File: src/rtl/flt2fix_if.sv
// flt2fix_if: start/done handshake and operand/result bus of the float16 to 8.8 fixed-point converter.
interface flt2fix_if;
    logic        start;
    logic [15:0] flt_in;
    logic [15:0] fix_out;
    logic        done;
    logic        busy;
    logic        ovf;
    logic        inv;
    modport master (output start, flt_in, input fix_out, done, busy, ovf, inv);
    modport slave (input start, flt_in, output fix_out, done, busy, ovf, inv);
endinterface

File: src/rtl/flt2fix_unit.sv
// flt2fix_unit: multi-cycle float16 to signed 8.8 fixed-point converter with a one-bit-per-cycle aligner.
// FLT2FIX_ROUND_EN selects round-to-nearest-even; otherwise the magnitude is truncated toward zero.
module flt2fix_unit (
    input logic       clk,
    input logic       rst,
    flt2fix_if.slave  bus
);
    localparam logic [2:0] IDLE = 3'd0, CLASS = 3'd1, SHIFT = 3'd2, ROUND = 3'd3, DONE = 3'd4;
`ifdef FLT2FIX_ROUND_EN
    localparam logic RND_EN = 1'b1;
`else
    localparam logic RND_EN = 1'b0;
`endif
    logic [2:0]  state_q, state_d;
    logic [15:0] op_q, mag_q, frc_q, fix_q;
    logic [3:0]  k_q;
    logic        left_q, g_q, st_q, frc_en_q, fovf_q, finv_q, ovf_q, inv_q;
    logic [4:0]  e, c_dist;
    logic [9:0]  m;
    logic [3:0]  c_k;
    logic [15:0] sat, c_val, rnd_mag, res;
    logic        c_force, c_nan, c_ovf, rnd;
    assign e       = op_q[14:10];
    assign m       = op_q[9:0];
    assign sat     = op_q[15] ? 16'h8000 : 16'h7FFF;
    // value*256 = {1,m} * 2^(e-17), so e=17 needs no alignment
    assign c_dist  = (e > 5'd17) ? e - 5'd17 : 5'd17 - e;
    assign c_force = (e <= 5'd5) || (e >= 5'd22);
    assign c_nan   = (e == 5'd31) && (m != 10'd0);
    assign c_ovf   = (e >= 5'd22) && !c_nan && (op_q != 16'hD800);
    assign c_val   = ((e >= 5'd22) && !c_nan) ? sat : 16'h0000;
    assign c_k     = c_force ? 4'd0 : c_dist[3:0];
    assign rnd     = RND_EN & g_q & (st_q | mag_q[0]);
    assign rnd_mag = mag_q + {15'd0, rnd};
    assign res     = frc_en_q ? frc_q : (op_q[15] ? -rnd_mag : rnd_mag);
    assign state_d = (state_q == IDLE || state_q == DONE) ? (bus.start ? CLASS : IDLE)
                   : (state_q == CLASS) ? ((c_k == 4'd0) ? ROUND : SHIFT)
                   : (state_q == SHIFT) ? ((k_q == 4'd1) ? ROUND : SHIFT)
                   : (state_q == ROUND) ? DONE : IDLE;
    always_ff @(posedge clk or posedge rst) begin
        if (rst) begin
            state_q  <= IDLE;
            op_q     <= '0;
            mag_q    <= '0;
            frc_q    <= '0;
            fix_q    <= '0;
            k_q      <= '0;
            left_q   <= 1'b0;
            g_q      <= 1'b0;
            st_q     <= 1'b0;
            frc_en_q <= 1'b0;
            fovf_q   <= 1'b0;
            finv_q   <= 1'b0;
            ovf_q    <= 1'b0;
            inv_q    <= 1'b0;
        end else begin
            state_q <= state_d;
            case (state_q)
                IDLE, DONE: if (bus.start) op_q <= bus.flt_in;
                CLASS: begin
                    mag_q    <= {5'd0, 1'b1, m};
                    k_q      <= c_k;
                    left_q   <= e > 5'd17;
                    g_q      <= 1'b0;
                    st_q     <= 1'b0;
                    frc_en_q <= c_force;
                    frc_q    <= c_val;
                    fovf_q   <= c_ovf;
                    finv_q   <= c_nan;
                end
                SHIFT: begin
                    mag_q <= left_q ? mag_q << 1 : mag_q >> 1;
                    k_q   <= k_q - 4'd1;
                    if (!left_q) begin
                        g_q  <= mag_q[0];
                        st_q <= st_q | g_q;
                    end
                end
                ROUND: begin
                    fix_q <= res;
                    ovf_q <= fovf_q;
                    inv_q <= finv_q;
                end
                default: ;
            endcase
        end
    end
    assign bus.fix_out = fix_q;
    assign bus.ovf     = ovf_q;
    assign bus.inv     = inv_q;
    assign bus.done    = state_q == DONE;
    assign bus.busy    = (state_q == CLASS) || (state_q == SHIFT) || (state_q == ROUND);
endmodule

File: src/flat_wrapper.sv
// flat-port wrapper written by rule: the top's interface ports become plain ports
module flt2fix_unit_flat 
  (clk, rst, bus_start, bus_flt_in, bus_fix_out, bus_done, bus_busy, bus_ovf, bus_inv);
  flt2fix_if bus_i ();
  input logic clk;
  input logic rst;
  input wire logic [$bits(bus_i.start)-1:0] bus_start;
  input wire logic [$bits(bus_i.flt_in)-1:0] bus_flt_in;
  output wire logic [$bits(bus_i.fix_out)-1:0] bus_fix_out;
  output wire logic [$bits(bus_i.done)-1:0] bus_done;
  output wire logic [$bits(bus_i.busy)-1:0] bus_busy;
  output wire logic [$bits(bus_i.ovf)-1:0] bus_ovf;
  output wire logic [$bits(bus_i.inv)-1:0] bus_inv;
  assign bus_i.start = bus_start;
  assign bus_i.flt_in = bus_flt_in;
  assign bus_fix_out = bus_i.fix_out;
  assign bus_done = bus_i.done;
  assign bus_busy = bus_i.busy;
  assign bus_ovf = bus_i.ovf;
  assign bus_inv = bus_i.inv;
  flt2fix_unit u_core (.clk(clk), .rst(rst), .bus(bus_i));
endmodule
File: config.mk
export PLATFORM = sky130hd
export DESIGN_NAME = flt2fix_unit_flat
export DESIGN_NICKNAME = d
export VERILOG_FILES = /design/src/rtl/flt2fix_if.sv /design/src/rtl/flt2fix_unit.sv /design/src/flat_wrapper.sv
export SDC_FILE = /design/constraint.sdc
export NUM_CORES = 1
export LEC_CHECK = 0
export CELL_PAD_IN_SITES_DETAIL_PLACEMENT = 0
export CELL_PAD_IN_SITES_GLOBAL_PLACEMENT = 2
export CORE_MARGIN = 3
export CORE_UTILIZATION = 44
export CTS_BUF_LIST = sky130_fd_sc_hd__clkbuf_16
export DETAILED_ROUTE_END_ITERATION = 8
export DONT_BUFFER_PORTS = 1
export GPL_TIMING_DRIVEN = 0
export PLACE_DENSITY = 0.88
export REMOVE_ABC_BUFFERS = 1
export SYNTH_ARGS = -nofsm -noshare
export SYNTH_HDL_FRONTEND = slang
export SYNTH_SLANG_ARGS = --single-unit
File: constraint.sdc
create_clock -name clk -period 5.4 [get_ports clk]
set_input_delay 1.08 -clock clk [delete_from_list [all_inputs] [get_ports clk]]
set_output_delay 1.08 -clock clk [all_outputs]
set_load 0.01 [all_outputs]
Word level (Yosys, flattened, before mapping)
Index checks and enable logic that the tools add are counted.
Word-level totals
  bits in registers: 77
  latch bits: 0
  bits in writable memories: 0
  bits in read-only memories: 0
  bits of input ports: 19
  output and inout bits: 20
  logic and storage cells: 56
  memories kept: 0
Cells by class
  add/subtract/negate cells: 4
  multipliers: 0
  div/mod/pow operators: 0
  magnitude comparators: 3
  equal/unequal tests: 7
  shift-type cells: 0
  mux-type cells: 16
  bitwise gates (word level): 0
  reductions and logical operators: 14
Operator list (count)
  $mux 16: 5
  $pmux 16 s2: 1
  $ne 16x16->1 const B: 1
  $neg 16->16: 1
  $mux 3: 4
  $reduce_bool 10->1: 1
  $mux 4: 2
  $pmux 4 s2: 1
  $sub 4x1->4 const B: 2
  $eq 3x2->1 const B: 2
  $eq 5x5->1 const B: 1
  $ge 5x5->1 const B: 1
  $gt 5x5->1 const B: 1
  $le 5x3->1 const B: 1
  $eq 4x1->1 const B: 1
  $logic_not 4->1: 1
  $logic_or 1x1->1: 4
  $sub 1x4->4 const A: 1
  $eq 3x1->1 const B: 1
  $eq 3x3->1 const B: 1
  $logic_and 1x1->1: 3
  $logic_not 3->1: 1
  $mux 1: 3
  $reduce_and 2->1: 1
  other kinds (3): 3

Depth between registers and ports, before layout
Gate-level depths: netlist of run 1.
  depth after elaboration: 7
  mapped depth: 8

Least setup slack after synthesis of run 1
No wires, ideal clock.
  path kind: input to register
  from: in bus_start
  to: reg u_core.op_q[13]
  setup time: 125 ps
  arrival: 1922 ps
  data required time: 5275 ps
  setup slack: 3353 ps
  stages: 3
  path buffers: 1
  path through: and2_1 -> clkbuf_1 -> mux2_2
Between the ends
  longest elaborated chain between the ends: 1
Ends and longest elaborated chain
  from (decl): line flat_wrapper.sv:7  | input wire logic [$bits(bus_i.start)-1:0] bus_start;
  $reduce_and 2->1 (no line)
  to (signal assigned): line flt2fix_unit.sv:59  | IDLE, DONE: if (bus.start) op_q <= bus.flt_in;
  to (decl): line flt2fix_unit.sv:15  | logic [15:0] op_q, mag_q, frc_q, fix_q;
No other way between the ends.
A chain may end at the register's enable or synchronous reset.

Worst setup path in the final report of run 1
  from: reg u_core.state_q[2]
  to: reg u_core.mag_q[8]
Between the ends
  longest elaborated chain between the ends: 2
  elaborated cells on any way between the ends: 4
Ends and longest elaborated chain
  from (decl): line flt2fix_unit.sv:14  | logic [2:0] state_q, state_d;
  from (signal assigned): line flt2fix_unit.sv:57  | state_q <= state_d;
  $eq 3x2->1 or $eq 3x1->1 (tied branches): line flt2fix_unit.sv:58  | case (state_q)
  $pmux 16 s2 or $reduce_bool 2->1 (tied branches)
  to (signal assigned): line flt2fix_unit.sv:61  | mag_q <= {5'd0, 1'b1, m};
  to (signal assigned): line flt2fix_unit.sv:72  | mag_q <= left_q ? mag_q << 1 : mag_q >> 1;
  to (decl): line flt2fix_unit.sv:15
Parallel ways exist; a longest one is shown, timed or not.

==> results of run 1 <==
[where the power goes]
part           switching (mW)  internal, mW
logic                   0.483         0.431
registers               0.327         0.680
clock network           0.194         0.301
total                    1.00          1.41
[routing by layer]
metal / vias to the layer above / global-route usage, % / share of wire (%)
met5: - / 0 / 0
met4: 0 / 9.03 / 0.84
met3: 4 / 4.41 / 5.3
met2: 53 / 26.3 / 45
met1: 1143 / 24.3 / 48
li1: 1182 / - / -
[area by class of cell]
| cell class | count | area share, % |
|---|---|---|
| repair buffers | 1 | 0.547 |
| well taps | 99 | 3.39 |
| clock buffers | 9 | 6.16 |
| multi-input cells | 236 | 44.7 |
| inverters | 13 | 1.33 |
| flip-flops and latches | 63 | 43.1 |
| clock inverters | 5 | 0.753 |
[cell families (layout without fill, tap and decap cells)]
kind of cell               count (synthesis)  after routing
AOI/OAI and AO/OA                         78             78
xor gates and xnor gates                  13             13
adders and majority gates                 11             11
buffers and inverters                     35             28
DFF                                       63             63
muxes                                     32             32
and+or+nand+nor                          102            102
[worst max-delay path: stages (launching register included)]
cell,delay [ns]
dfrtp_1,0.44
nor3b_2,0.83
nor2_1,0.52
a221o_2,0.45
[flip-flops by register name, summed over array words and instances, names as in the netlist]
register,cells
u_core.bus.fix_out,16
u_core.mag_q,16
u_core.op_q,16
u_core.k_q,4
u_core.state_q,3
u_core.frc_q,2
u_core.bus.inv,1
u_core.bus.ovf,1
u_core.finv_q,1
u_core.fovf_q,1
u_core.frc_en_q,1
u_core.left_q,1
[worst min-delay path by stage]
stage / slack [ns] / startpoint / end / cells after the start
floorplan: 0.44 / u_core.finv_q / u_core.bus.inv / 2
global placement: 0.50 / u_core.k_q[1] / u_core.k_q[1] / 2
detailed placement: 0.51 / u_core.finv_q / u_core.finv_q / 2
CTS: 0.52 / u_core.finv_q / u_core.finv_q / 2
global route: 0.55 / u_core.k_q[1] / u_core.k_q[1] / 2
finish: 0.51 / u_core.finv_q / u_core.finv_q / 2
[through the flow]
| step | area, um2 | setup WS, ns | utilization, % | total power [mW] |
|---|---|---|---|---|
| global placement | 3380 | 2.03 | 45.6 | 1.91 |
| floorplan | 3260 | 2.75 | - | 1.67 |
| detailed placement | 3400 | 3.02 | 46.0 | 1.94 |
| finish | 3660 | 3.05 | 49.4 | 2.42 |
| global route | 3660 | 2.82 | 49.4 | 2.63 |
| CTS | 3660 | 3.01 | 49.4 | 2.44 |
[Yosys cell counts (5+ instances only)]
library cell / n / area share [%]
a21oi_1: 12 / 1.8
nand3_1: 8 / 1.2
ha_1: 11 / 4.0
o221ai_1: 5 / 1.3
o21ai_0: 28 / 4.1
mux2i_1: 19 / 5.6
clkbuf_1: 12 / 1.3
nor3_1: 5 / 0.73
a221o_1: 8 / 2.3
xnor2_1: 8 / 2.1
o31ai_1: 6 / 1.3
dfrtp_1: 63 / 46
xor2_1: 5 / 1.3
nor2_1: 24 / 2.6
mux2_2: 13 / 4.3
inv_1: 13 / 1.4
nand2_1: 38 / 4.2
==> flow_summary.ini, run 1 <==
[detailed_routing]
dr.pass1.iters = 4
drt_iter0_drc = 106
drc = 0
drt-total-wl_um = 7170
drt-wirelength-per-cell_um = 16.8
via_per_inst = 5.59
num_vias = 2382
postRouteAntennaNets = 0

[setup_path]
rr_worst_depth = 3
r2r-start = u_core.state_q[2]
worst-r2r-setup-slack_ns = 3.05
endpoint_kind = flip-flop
path_max_fanout = 16
cp-endpoint = u_core.mag_q[8]
startpoint = u_core.state_q[2]
r2r_end = u_core.mag_q[8]
cp.required_ns = 5.61
worstSetupPathType = reg2reg
start_kind = flip-flop
arrival_ns = 2.56

[yosys]
yosys-mux-area-fraction_pct = 9.85
syn_area_um2 = 3420
syn_inst = 334
ys.flop_type = dfrtp_1
synth_simple_gate_area_share_pct = 14.7
yosys_warnings = 0
postSynth.asyncResetShare_pct = 100
synth_seq_cells = 63
synth_top_family_by_area = compound AO/OA/AOI/OAI gates
synth_compound_area_share_pct = 15.8
synth-edff-count = 0
seq_area_frac_synth_pct = 46.2
synth-xor-area-share_pct = 3.33
syn_avg_cell_area_um2 = 10.2
yosysUniqueCellTypes = 48
synthAdderAreaFrac_pct = 4.03

[clock_tree]
clk_pin_slew_ns = 0.05
cts_buffers = 9
cts_hold_buf = 0
ctsHtreeMaxLevel = 3
cts_tree = done
cts_sinks = 63
root_buffer = clkbuf_16
clock_path_buffers = 2
clk_latency_ns = 0.32
ctsResizeCount = 0
cts_setup_buffers = 0

[sta]
rsz0062_at_grt = false
timing.fmax_mhz = 426
finalClockSkew_ns = 0.00800
period_share_pct = 43.5
slew_viol_final = 0
final_hold_viol_count = 0
tns_ns = 0
fin_crit_ns = 2.35
slew_headroom_pct = 23.3
timing.hold.ws_ns = 0.511
worst_pin_slew_ns = 1.15
setup_viol = 0

[placement]
gp_congestion = 0.788
portBuffers = 0
dpl.cell_count = 412
post-dp-hpwl_um = 5080

[layout]
syn2layout_area_growth_pct = 7.07
layout_commonest_cell = dfrtp_1
layout.cells.most_common_list = 63 x dfrtp_1, 38 x nand2_1, 28 x o21ai_0
multiInputGateArea_um2 = 1640
nets = 354
n_antenna_cell = 0
fin_cells = 426
regArea_um2 = 1580
layout-drive-gt1-share_pct = 12.8
fill_cells = 695

[min_path]
hold_path.class = reg2reg

[power]
power_leakage_nw = 1.58
ir_drop_uv = 257
cellPowerDensity_nw_per_um2 = 661

[global_routing]
grt_pass1_wl_um = 12200
antenna_found_initial = 0
grt_max_degree = 43
gr-total-overflow = 0
grtUsageTotal_pct = 17.9
grt_pass1_vias = 2409

[job]
maxCapViolations = 0

[status]
outcome = completed

[floorplanning]
floorplan.initialDensity_pct = 46.1
num_rows = 31
coreArea_um2 = 7410
die_h_um = 94.1
die_area_um2 = 8860
die_x_um = 94.1
ios = 39
Power figures use the tool's default switching activity.
==> run 2: changes to the inputs <==
- CORE_UTILIZATION: 44 -> 41
- PLACE_DENSITY: 0.88 -> 0.83
- clock period: 5.4 -> 2.2 ns (I/O delays scaled with it)
==> run 2 against run 1 <==
  * Final area up 1.2%
  * Sequential power up 150%
  * Setup slack worse by 2.9 ns
  * Die area up 6.8%
  * Sequential cell count unchanged
  * Routed wire length up 2.5%
  * Non-clock buffer count up 1
  * Sequential share of layout area down 0.48 points
  * Clock skew up 0.0010 ns
  * First-iteration DRC count up 6.6%
==> flow_summary.ini, run 2 (synthesis gave the netlist of run 1 again) <==
[status]
outcome = completed

[floorplanning]
die_h_um = 97.3
floorplan.initialDensity_pct = 43.3
coreArea_um2 = 7890
die_x_um = 97.3
num_rows = 32
die_area_um2 = 9460
ios = 39

[power]
ir_drop_uv = 611
p_int_mw = 3.51
seqPwrFrac_pct = 41.0
cellPowerDensity_nw_per_um2 = 1630
power.share.clock_pct = 21.4
p_total_mw = 6.05
power_leakage_nw = 1.60
p_comb_share_pct = 37.6
swShare_pct = 42.0
p_switching_mw = 2.54

[global_routing]
grt_use_met2_pct = 23.7
gr-usage-met1_pct = 23.3
met3_usage_pct = 3.88
grt_max_degree = 42
antenna_found_initial = 0
grt_pass1_vias = 2297
grt_pass1_wl_um = 12400
gr-total-overflow = 0
top_usage_layer = met2
grtUsageTotal_pct = 16.2

[sta]
worst_pin_slew_ns = 0.836
timing.hold.ws_ns = 0.0302
fin_crit_ns = 2.05
final_hold_viol_count = 0
timing.fmax_mhz = 487
finalClockSkew_ns = 0.00900
period_share_pct = 93.3
rsz0062_at_grt = false
setup_viol = 0
tns_ns = 0
slew_viol_final = 0
slew_headroom_pct = 44.3

[placement]
post-dp-hpwl_um = 5030
gp_congestion = 0.791
portBuffers = 0

[setup_path]
start_kind = flip-flop
critPathTopFamily = simple AND/OR/NAND/NOR gates
timing.critical_path.buf_inv = 0
cp_cell_sequence = or4_4 > or4_4 > o31ai_4 > mux2i_1 > nand3_1
worstSetupPathType = reg2reg
slowest_delay_ns = 0.57
slowest_stage = or4_4
path_max_fanout = 6
path_common_cell = or4_4
endpoint_kind = flip-flop
cp.required_ns = 2.40
arrival_ns = 2.25

[clock_tree]
clk_latency_ns = 0.32
ctsHtreeMaxLevel = 3
root_buffer = clkbuf_16
clock_path_buffers = 2
cts_sinks = 63
clk_pin_slew_ns = 0.06
cts_tree = done
cts_setup_buffers = 0
cts_hold_buf = 0
cts_buffers = 9

[detailed_routing]
drt-total-wl_um = 7350
dr.pass1.iters = 4
drt-wirelength-per-cell_um = 17.0
drt_iter0_drc = 113
via_per_inst = 5.54
drc = 0
num_vias = 2398
postRouteAntennaNets = 0

[layout]
fin_util_pct = 46.9
multiInputGateArea_um2 = 1650
layout_commonest_cell = dfrtp_1
n_antenna_cell = 0
regArea_um2 = 1580
syn2layout_area_growth_pct = 8.35
fill_cells = 742
nets = 356
layout.cells.most_common_list = 62 x dfrtp_1, 38 x nand2_1, 28 x o21ai_0
layout-drive-gt1-share_pct = 14.2

[job]
maxCapViolations = 0

[min_path]
hold_path.class = in2async
-- run 2: changes by cell type in the layout (fill, tap and decap cells not counted) --
cell	delta
buf_4	+1
clkinv_2	-1
clkinv_4	+2
dfrtp_1	-1
dfrtp_2	+1
inv_6	+1
nand3b_1	+1
nor2_1	-1
nor2_2	+1
-- run 2: worst reg2reg max path, cell delays in order (launching register included) --
cell and delay [ns]:
dfrtp_1 0.45, or4_4 0.57, or4_4 0.44, o31ai_4 0.18
mux2i_1 0.21, nand3_1 0.09
-- run 2: layout make-up --
type	instances	share of cell area, %
clock inverter	7	1.32
timing repair buffer	2	0.744
multi-input combinational	237	44.5
inverter	13	1.32
sequential	63	42.6
clock buffer	9	6.09
tap	102	3.45
-- run 2: worst paths after layout --
check | start | cells after the start | endpoint | slack, ns
hold / removal | rst | 1 | u_core.bus.fix_out[4] | 0.03
setup reg to reg | u_core.mag_q[10] | 5 | u_core.bus.fix_out[15] | 0.15
setup / recovery | u_core.mag_q[10] | 5 | u_core.bus.fix_out[15] | 0.15
min in group clk | bus_flt_in[15] | 2 | u_core.op_q[15] | 0.24
hold reg to reg | u_core.k_q[1] | 2 | u_core.k_q[1] | 0.52
max in group asynchronous | rst | 2 | u_core.mag_q[8] | 1.57
-- run 2: repair_timing --
action	4_1_cts	5_1_grt
setup endpoints to repair	4	1
resized for setup	1	1
gates cloned	1	0
-- run 2: through the flow --
step                setup WS [ns]  instances  area, um2
detailed placement         -0.114        416       3420
global placement            -1.10        414       3380
global route               0.0239        433       3700
finish                      0.148        433       3700
floorplan                 -0.0742        312       3260
CTS                         0.106        433       3700
-- run 2: power by group through the flow --
stage,Sequential (mW),Combinational (mW),Clock (mW)
4_1_cts,2.48,2.31,1.33
6_report,2.48,2.28,1.29
3_5_place_dp,2.48,2.28,0
5_1_grt,2.57,2.59,1.38
3_3_place_gp,2.47,2.23,0
2_1_floorplan,2.25,1.86,0
-- run 2: per-layer routing --
layer | wire, um | part of all wire [%]
met4 | 104 | 1.4
met3 | 238 | 3.2
met5 | 0 | 0
met1 | 3700 | 50
met2 | 3300 | 45
==> run 3: changes to the inputs <==
- ABC_AREA: not set -> 1
- CORE_UTILIZATION: 41 -> 37
==> run 3 against run 2 <==
  * Die area grew 9.8%
  * Synthesized cell count grew 30%
  * Count of clock-buffer cells in the layout is the same
  * Global-route usage grew 1.8 points
  * Critical path type unchanged
  * Critical path depth shrank 1
==> flow_summary.ini, run 3 <==
[sta]
setup_viol = 0
period_share_pct = 87.0
slew_headroom_pct = 30.9
finalClockSkew_ns = 0.00751
worst_pin_slew_ns = 1.03
fin_crit_ns = 1.91
timing.fmax_mhz = 522
fin_ws_ns = 0.286
final_hold_viol_count = 0
slew_viol_final = 0
rsz0062_at_grt = false

[power]
swShare_pct = 45.8
p_switching_mw = 2.86
power.share.clock_pct = 20.0
ir_drop_uv = 599
power_leakage_nw = 1.77
p_total_mw = 6.24
p_int_mw = 3.38
p_comb_share_pct = 41.4
cellPowerDensity_nw_per_um2 = 1660
seqPwrFrac_pct = 38.6

[layout]
nets = 464
stdcell_area_um2 = 3760
n_antenna_cell = 0
layout-drive-gt1-share_pct = 5.92
layout_commonest_cell = nand2_1
syn2layout_area_growth_pct = 10.5
fin_cells = 547
layout.cells.most_common_list = 91 x nand2_1, 70 x nor2_1, 63 x dfrtp_1
fill_cells = 924

[yosys]
syn_avg_cell_area_um2 = 7.83
synth_top_area_share_pct = 46.3
yosys_warnings = 0
postSynth.asyncResetShare_pct = 100
synth_most_common_cell = nand2_1
synth_seq_cells = 63
synth-edff-count = 0
synth_common_cells = 91 x nand2_1, 70 x nor2_1, 63 x dfrtp_1
yosysUniqueCellTypes = 29
synth_area_leaders = dfrtp_1 46%, nand2_1 10%, nor2_1 7.7%
syn_inst = 435
synth_top_area_cell = dfrtp_1
syn_area_um2 = 3400
seq_area_frac_synth_pct = 46.3
ys.flop_type = dfrtp_1

[global_routing]
grt_pass1_wl_um = 14500
antenna_found_initial = 0
gr-total-overflow = 0
grt_pass1_vias = 2864
grtUsageTotal_pct = 18.0
grt_max_degree = 38

[clock_tree]
clk_pin_slew_ns = 0.06
root_buffer = clkbuf_16
ctsHtreeMaxLevel = 3
cts_tree = done
clk_latency_ns = 0.32
cts_buffers = 9
cts_hold_buf = 0
clock_path_buffers = 2
cts_sinks = 63

[status]
outcome = completed

[placement]
gp_congestion = 0.804
dp_slack_ns = -0.141
dpl_cell_area_um2 = 3480
dpl.cell_count = 529
post-dp-hpwl_um = 5880
portBuffers = 0

[detailed_routing]
drt-wirelength-per-cell_um = 15.6
via_per_inst = 5.20
drt_iter0_drc = 90
postRouteAntennaNets = 0
dr.pass1.iters = 4
drc = 0
drt-total-wl_um = 8530
num_vias = 2845

[floorplanning]
ios = 39
num_rows = 34
floorplan.initialDensity_pct = 38.5
die_x_um = 102
die_area_um2 = 10400
die_h_um = 102
coreArea_um2 = 8850

[setup_path]
path_max_fanout = 19
worstSetupPathType = reg2reg
arrival_ns = 2.10
start_kind = flip-flop
rr_worst_depth = 4
endpoint_kind = flip-flop
cp.required_ns = 2.38

[min_path]
hold_path.class = in2async

[job]
maxCapViolations = 0
run 3: changes by cell type in the layout (fill, tap and decap cells not counted), sizes merged, moves of 5 or more:
| cell | change |
|---|---|
| or4 | -5 |
| o211ai | +10 |
| a221o | -9 |
| nor2 | +46 |
| xnor2 | -6 |
| a21oi | +25 |
| nand2 | +54 |
| inv | +36 |
| o21ai | -11 |
| o31ai | -7 |
| mux2i | -19 |
| mux2 | -13 |
| o221ai | +7 |
| nand3 | +33 |
run 3: cells by family after synthesis:
| logic type | Yosys count | share of synthesized area [%] |
|---|---|---|
| fa+ha+maj | 11 | 4.04 |
| buf+inv | 64 | 7.64 |
| simple gates | 210 | 26.2 |
| flops | 63 | 46.3 |
| compound gates | 84 | 15.1 |
| xor+xnor | 3 | 0.772 |
run 3: layout make-up:
type                       instances  area (um2)  share of cell area (%)
clock buffer                       9         225                    5.99
clock inverter                     7        32.5                   0.865
inverter                          49         184                    4.89
multi-input combinational        308        1570                    41.8
sequential                        63        1580                    41.9
tap                              108         135                    3.59
timing repair buffer               3        35.0                   0.931
run 3: power groups by stage:
stage	Clock, mW	Combinational, mW	Sequential [mW]
after floorplan	0	2.02	2.25
after global placement	0	2.56	2.42
after detailed placement	0	2.59	2.43
after CTS	1.28	2.62	2.42
after global routing	1.33	3.06	2.51
final	1.25	2.58	2.41
run 3: final timing paths:
check,slack (ns),startpoint,end
worst max-delay path,0.29,u_core.state_q[2],u_core.mag_q[9]
worst min-delay path,0.08,rst,u_core.bus.fix_out[3]
worst max register to register,0.29,u_core.state_q[2],u_core.mag_q[9]
worst min register to register,0.47,u_core.finv_q,u_core.bus.inv
max in group asynchronous,1.50,rst,u_core.op_q[8]
min in group clk,0.27,bus_flt_in[10],u_core.op_q[10]
run 3: stage by stage:
step	hold WS, ns	utilization, %	TNS [ns]
global placement	0.470	39.1	-38.53
finish	0.0756	42.5	0
detailed placement	0.435	39.4	-2.10
floorplan	0.449	-	0
global route	0.116	42.5	0
CTS	0.0952	42.4	0
run 3: worst max-delay path, stage by stage (launching register included):
cell and delay (ns):
dfrtp_1 0.48, nor3_4 0.68, inv_2 0.19, nand2_4 0.26, o221ai_1 0.15
run 3: what timing repair did:
action	in CTS	in global routing
setup buffers	0	2
resized for setup	1	0
endpoints found under the setup margin	18	15
pin swaps	0	1
cloned	0	0
run 3: metal layers:
layer / part of all wire, % / track usage, % / up-vias
li1: - / - / 1439
met1: 48 / 24.4 / 1347
met2: 47 / 29.3 / 51
met3: 3.4 / 3.34 / 8
met4: 1.4 / 5.95 / 0
met5: 0 / 0 / -
